[src/rtl/ncl_seq_ripple_adder.sv]
// Clocked dual-rail (NCL) ripple adder/subtractor: captures a complete DATA wavefront,
// resolves one result digit per clock, then holds until downstream requests NULL.
module ncl_seq_ripple_adder #(
  parameter int WIDTH = 8
) (
  input  logic               clk,
  input  logic               init_n,
  input  logic [2*WIDTH-1:0] a,
  input  logic [2*WIDTH-1:0] b,
  input  logic [1:0]         carryin,
  input  logic [1:0]         mode,
  input  logic               sumCOMP,
  output logic               ABCOMP,
  output logic [2*WIDTH-1:0] sum,
  output logic [1:0]         carryout,
  output logic               err
);

  localparam int IW = (WIDTH > 1) ? $clog2(WIDTH) : 1;

  typedef enum logic [1:0] {S_NULL, S_RIPPLE, S_HOLD} state_t;

  state_t               state, state_n;
  logic [IW-1:0]        idx, idx_n;
  logic [WIDTH-1:0]     op_a, op_a_n, op_b, op_b_n;
  logic                 carry, carry_n;
  logic [2*WIDTH-1:0]   sum_q, sum_n;
  logic [1:0]           cout_q, cout_n;
  logic                 abcomp_q, abcomp_n;
  logic                 err_q, err_n;

  logic                 in_data, in_null, in_ill;
  logic                 rip_s, rip_c;

  // An illegal digit (11) is neither DATA nor NULL, so it blocks both wavefronts.
  always_comb begin
    in_data = (^carryin) & (^mode);
    in_null = (carryin == 2'b00) & (mode == 2'b00);
    in_ill  = (&carryin) | (&mode);
    for (int i = 0; i < WIDTH; i++) begin
      in_data = in_data & (^a[2*i +: 2]) & (^b[2*i +: 2]);
      in_null = in_null & (a[2*i +: 2] == 2'b00) & (b[2*i +: 2] == 2'b00);
      in_ill  = in_ill | (&a[2*i +: 2]) | (&b[2*i +: 2]);
    end
  end

  assign rip_s = op_a[idx] ^ op_b[idx] ^ carry;
  assign rip_c = (op_a[idx] & op_b[idx]) | (carry & (op_a[idx] ^ op_b[idx]));

  // NOTE: every variable takes its hold value first so no path leaves it unassigned (no latches).
  always_comb begin
    state_n  = state;
    idx_n    = idx;
    op_a_n   = op_a;
    op_b_n   = op_b;
    carry_n  = carry;
    sum_n    = sum_q;
    cout_n   = cout_q;
    abcomp_n = abcomp_q;
    err_n    = err_q | in_ill;

    case (state)
      S_NULL: begin
        if (in_data && !sumCOMP) begin
          state_n  = S_RIPPLE;
          idx_n    = '0;
          for (int i = 0; i < WIDTH; i++) begin
            op_a_n[i] = a[2*i+1];
            op_b_n[i] = b[2*i+1] ^ mode[1];
          end
          carry_n  = carryin[1];
          abcomp_n = 1'b1;
        end
      end
      S_RIPPLE: begin
        sum_n[2*idx +: 2] = rip_s ? 2'b10 : 2'b01;
        carry_n           = rip_c;
        idx_n             = idx + 1'b1;
        if (idx == IW'(WIDTH - 1)) begin
          cout_n  = rip_c ? 2'b10 : 2'b01;
          idx_n   = '0;
          state_n = S_HOLD;
        end
      end
      S_HOLD: begin
        if (sumCOMP && in_null) begin
          state_n  = S_NULL;
          sum_n    = '0;
          cout_n   = 2'b00;
          abcomp_n = 1'b0;
        end
      end
      default: state_n = S_NULL;
    endcase
  end

  // NOTE: sequential state uses non-blocking assignments so all registers update together.
  always_ff @(posedge clk or negedge init_n) begin
    if (!init_n) begin
      state    <= S_NULL;
      idx      <= '0;
      op_a     <= '0;
      op_b     <= '0;
      carry    <= 1'b0;
      sum_q    <= '0;
      cout_q   <= 2'b00;
      abcomp_q <= 1'b0;
      err_q    <= 1'b0;
    end else begin
      state    <= state_n;
      idx      <= idx_n;
      op_a     <= op_a_n;
      op_b     <= op_b_n;
      carry    <= carry_n;
      sum_q    <= sum_n;
      cout_q   <= cout_n;
      abcomp_q <= abcomp_n;
      err_q    <= err_n;
    end
  end

  assign ABCOMP   = abcomp_q;
  assign sum      = sum_q;
  assign carryout = cout_q;
  assign err      = err_q;

endmodule
[config.mk]
export PLATFORM = sky130hd
export DESIGN_NAME = ncl_seq_ripple_adder
export DESIGN_NICKNAME = d
export VERILOG_FILES = /design/src/rtl/ncl_seq_ripple_adder.sv
export SDC_FILE = /design/constraint.sdc
export NUM_CORES = 1
export LEC_CHECK = 0
export CORE_UTILIZATION = 40
export DETAILED_ROUTE_END_ITERATION = 8
export PLACE_DENSITY = 0.75
export SLEW_MARGIN = 20
export SYNTH_ARGS = -nofsm -noshare
export SYNTH_HDL_FRONTEND = slang
export SYNTH_SLANG_ARGS = --single-unit
[constraint.sdc]
create_clock -name clk -period 2.79 [get_ports clk]
set_input_delay 0.279 -clock clk [delete_from_list [all_inputs] [get_ports clk]]
set_output_delay 0.279 -clock clk [all_outputs]
set_load 0.05 [all_outputs]
### Yosys cells after proc, flatten, opt, wreduce, memory -nomap -nowiden

Index checks and enable logic that the tools add are counted.

* bits in registers: 42
* bits in latches: 0
* RAM bits: 0
* memory bits (read-only): 0
* input bits: 39
* output and inout bits: 20
* logic and storage cells: 175
* memories kept: 0

* add/sub/neg operators: 2
* $mul: 0
* divide/modulo/power cells: 0
* magnitude comparators: 1
* eq/ne operators: 6
* shift-type cells: 2
* mux-type cells: 23
* bitwise gates (word level): 65
* reduce and logical (&&, ||, !) cells: 67

Operators by type and width (number)
* 2-bit AND reduction: 21
* 2-bit zero test: 19
* 1-bit AND: 36
* 2-bit parity: 18
* 4-bit negator with 34-bit output: 1
* 2-bit by 34-bit variable shift with 16-bit output (first input constant): 1
* 2-bit by 34-bit variable part select with 16-bit output: 1
* 16-bit case mux with 2 select lines: 1
* 1-bit OR: 19
* 16-bit bitwise mux: 1
* 16-bit two-way mux: 1
* 2-bit two-way mux: 6
* 1-bit XOR: 10
* 3-bit AND reduction: 3
* 1-bit binary-select mux with 3-bit select: 2
* 3-bit two-way mux: 2
* 2-bit != test (second input constant): 3
* 2-bit case mux with 3 select lines: 1
* 3-bit case mux with 2 select lines: 1
* 2-bit nonzero test: 3
* 1-bit two-way mux: 5
* 3-bit by 4-bit < comparator with 1-bit output (second input constant): 1
* 1-bit case mux with 2 select lines: 2
* 2-bit case mux with 2 select lines: 1
* other kinds (6): 7

### Longest topological paths before layout

* depth in word-level cells: 21
* mapped depth: 8
* gate-level depth less buffers: 7

### Worst setup path before layout

No wires, ideal clock.

* kind: register to register
* start point: reg idx[0]
* end point: reg sum_q[12] (netlist: sum[12])
* setup time: 0.082 ns
* data arrival time: 2.689 ns
* data required time: 2.708 ns
* path slack: 0.019 ns
* stages on the path, launching flop included: 9
* buffers on the path: 1
* period minus slack after synthesis: 2.771 ns
* cell sequence: dfrtp_1 > buf_2 > mux4_2 > nand2_1 > nand2_1 > fa_1 > or2_2 > or3_1 > o22ai_1

* cells in the longest elaborated chain, start to end: 8
* elaborated cells between the ends (all ways): 12
* classes of those cells: 1 x add/sub; 2 x shift; 7 x mux; 2 x bitwise

RTL lines
* from (decl): line 24 `logic [IW-1:0] idx, idx_n;`
* from (signal assigned): line 111 `idx <= idx_n;`
* 1-bit binary-select mux with 3-bit select: line 47 `assign rip_s = op_a[idx] ^ op_b[idx] ^ carry;`
* 1-bit two-way mux (implied by the code): line 47
* 1-bit XOR (2 in series): line 47
* 2-bit two-way mux: line 76 `sum_n[2*idx +: 2] = rip_s ? 2'b10 : 2'b01;`
* 2-bit by 34-bit variable part select with 16-bit output: line 76
* 16-bit bitwise mux *: line 76
* 16-bit case mux with 2 select lines *: line 62 `case (state)`
* to (signal assigned): line 115 `sum_q <= sum_n;`
* to (decl): line 27 `logic [2*WIDTH-1:0] sum_q, sum_n;`

Every way passes the cells marked *; elsewhere a longest branch is shown, timed or not. The select of a mux whose other input is x is not followed.
A chain may end at the register's enable or synchronous reset.

### Worst setup path in the final report

* start point: reg idx[0]
* end point: reg sum_q[14] (netlist: sum[14])

Same word-level chain as after synthesis.

==> impl_metrics.json <==
{
  "routed-wl-met2_um": 3184,
  "dp_hpwl_um": 5281,
  "ys_async_sr_fraction_pct": 100.0,
  "finalHoldViolCount": 0,
  "period_share_pct": 92.71,
  "rsz0062_at_grt": "no",
  "final_layout_size_suffix_gt1_share_pct": 12.73,
  "cts_tree": "yes",
  "critical_path.top_delay_family": "simple AND/OR/NAND/NOR gates",
  "yosysTopAreaCell": "dfrtp_1",
  "placement_rows": 30,
  "wl_met3_um": 300,
  "worstPathRequired_ns": 3.00,
  "pre_cts_slack_ns": 0.1316,
  "postRouteAntennaNets": 0,
  "drt_wl_total_um": 6602,
  "top_layer": "met4",
  "dr.pass1.iters": 4,
  "setup_viol": 0,
  "via_per_inst": 5.082,
  "critical_path.cell_chain": "mux4_2 > nand2_1 > nand2_1 > fa_1 > or2_2 > or3_1 > o22ai_1",
  "clk_transition_reported_paths_ns": 0.08,
  "vias": 2165,
  "die_x_um": 86.51,
  "syn_inst": 268,
  "h-tree-depth": 2,
  "antenna_found_initial": 0,
  "cts_buffers": 5,
  "wire_per_inst_um": 15.50,
  "seq_area_frac_synth_pct": 36.79,
  "clock_skew_ns": 0.006403,
  "ys_top_cells_by_area": "dfrtp_1 37%, ha_1 19%, mux2_4 7.4%",
  "setup_tns_ns": 0,
  "cts_setup_buffers": 0,
  "port_buffers": 58,
  "syn_to_final_growth_pct": 28.12,
  "crit_path_end": "sum[14]",
  "cp-startpoint": "idx[0]",
  "period_minus_slack_ns": 2.587,
  "met1_length_um": 3023,
  "hold_class": "in2async",
  "final_common_cell": "clkdlybuf4s50_1",
  "drt-initial-drc-count": 153,
  "dieArea_um2": 7483,
  "cp-start-kind": "flip-flop",
  "synth_edf_count": 0,
  "path_class": "reg2reg",
  "r2r_start": "idx[0]",
  "report.final.slew_viol_count": 0,
  "grt_pass1_wl_um": 10940,
  "drv_cap": 0,
  "dpl-instance-area_um2": 3546,
  "grt_max_degree": 43,
  "die_h_um": 86.51,
  "place_congestion": 0.8386,
  "grt_util_all_layers_pct": 18.94,
  "tightestPinTransition_ns": 0.9391,
  "synth_nets": 351,
  "reg2regPathDepth": 7,
  "cpMostUsedCell": "nand2_1",
  "cts_sinks": 42,
  "post_synth_instance_area_um2": 2856,
  "ys_seq_elements": 42,
  "synth_area_per_cell_um2": 10.66,
  "postLayoutSetupSlackWorst_ns": 0.2034,
  "cp.arrival_ns": 2.79,
  "fin_util_pct": 53.57,
  "route.detailed.drc": 0,
  "status": "finished clean",
  "fin_nets": 413,
  "fmax_mhz": 386.6,
  "crit_fanout": 5,
  "endpoint_kind": "flip-flop",
  "core_um2": 6832,
  "fin_area_um2": 3660,
  "critical_path.max_stage_delay_ns": 0.53,
  "dominantRegCellSynth": "dfrtp_1",
  "path_buf_inv": 0,
  "r2r_end": "sum[14]",
  "antenna_cells": 0,
  "cts_root_buf": "clkbuf_8",
  "cellPowerDensity_nw_per_um2": 344.2,
  "rrSetupSlack_ns": 0.20,
  "netlist.area_leader.share_pct": 36.79,
  "slew_headroom_pct": 37.39,
  "start_util_pct": 41.81,
  "cp_num_cells": 7,
  "max-vdd-ir-drop_v": 0.0001525,
  "clock_path_buffers": 2,
  "mostFrequentLayoutCells": "57 x clkdlybuf4s50_1, 43 x ha_1, 42 x inv_1, 41 x dfrtp_1, 28 x nand2_1",
  "yosys_warnings": 0,
  "grt_pass1_vias": 2274,
  "grt.overflow.total": 0,
  "ios": 59,
  "leakagePower_uw": 0.001867,
  "synth.distinct_cells": 40,
  "slowest_stage": "mux4_2",
  "clock_latency_ns": 0.29
}
==> metal layers <==
metal	vias to the layer above	track usage [%]
met5	-	0
met2	59	31.82
li1	1051	-
met3	10	3.619
met4	0	5.303
met1	1045	25.00
==> registers in the layout (all words and copies together), names as in the netlist <==
name,cells
err,1
idx,3
carryout,2
ABCOMP,1
state,2
sum,16
carry,1
op_b,8
op_a,8
==> how the worst min path moves through the flow <==
stage	start	end	slack [ns]	cells after the start
after detailed placement	init_n	sum[0]	0.48	1
after CTS	init_n	sum[11]	0.15	1
after global routing	init_n	sum[11]	0.19	1
final	init_n	op_a[5]	0.13	1
after floorplan	init_n	ABCOMP	-0.02	0
after global placement	init_n	sum[15]	0.46	1
==> cell usage after synthesis, drive strengths merged (2+ instances only) <==
| cell | count |
|---|---|
| a31o | 2 |
| buf | 6 |
| clkbuf | 4 |
| dfrtp | 42 |
| ha | 43 |
| inv | 42 |
| mux2 | 16 |
| mux4 | 4 |
| nand2 | 29 |
| nand2b | 4 |
| nand3 | 7 |
| nand4 | 11 |
| nand4b | 2 |
| nor2b | 2 |
| nor3 | 2 |
| nor3b | 4 |
| nor4 | 7 |
| o21ai | 3 |
| o22ai | 12 |
| o32ai | 6 |
| or3 | 3 |
| xor2 | 8 |
==> timing repair <==
action,CTS,global route
hold buffers,0,0
endpoints found under the setup margin,0,3
hold endpoints to repair,0,0
gates resized for setup,0,1
==> report_power, final <==
| part | switching, uW | total [uW] | internal [uW] |
|---|---|---|---|
| Combinational | 77.7 | 159 | 81.3 |
| Clock | 205 | 491 | 286 |
| Sequential | 0.603 | 609 | 609 |
| Total | 283 | 1260 | 976 |
==> worst register-to-register path: stages, from the launching register on <==
cell     delay, ns
dfrtp_2       0.45
mux4_2        0.54
nand2_1       0.08
nand2_1       0.06
fa_1          0.47
or2_2         0.35
or3_1         0.36
o22ai_1       0.18
==> per-stage QoR <==
stage / hold WS [ns] / cells / total power [uW]
2_1_floorplan: -0.01659 / 268 / 680.9
3_3_place_gp: 0.4609 / 419 / 778.4
3_5_place_dp: 0.4754 / 419 / 783.0
4_1_cts: 0.1516 / 426 / 1271
5_1_grt: 0.1937 / 426 / 1307
6_report: 0.1272 / 426 / 1260
==> cell families (layout without fill, tap and decap cells) <==
logic type	count (synthesis)	count (layout)	synth area share (%)
DFF	42	42	36.79
muxes	20	20	11.30
buffers and inverters	52	114	7.577
and+or+nand+nor	75	75	15.55
adders and majority gates	44	44	19.54
xor gates and xnor gates	8	8	2.453
AOI/OAI and AO/OA	27	27	6.789
==> final cells by class <==
class                   count  area, um^2
repair buffers             65       628.1
well taps                  96       120.1
clock buffers               6       82.58
flip-flops and latches     42        1052
clock inverters             1       30.03
multi-input cells         174        1589
inverters                  42       157.7
fillers                   602        3172
(Power assumes the default switching activity.)
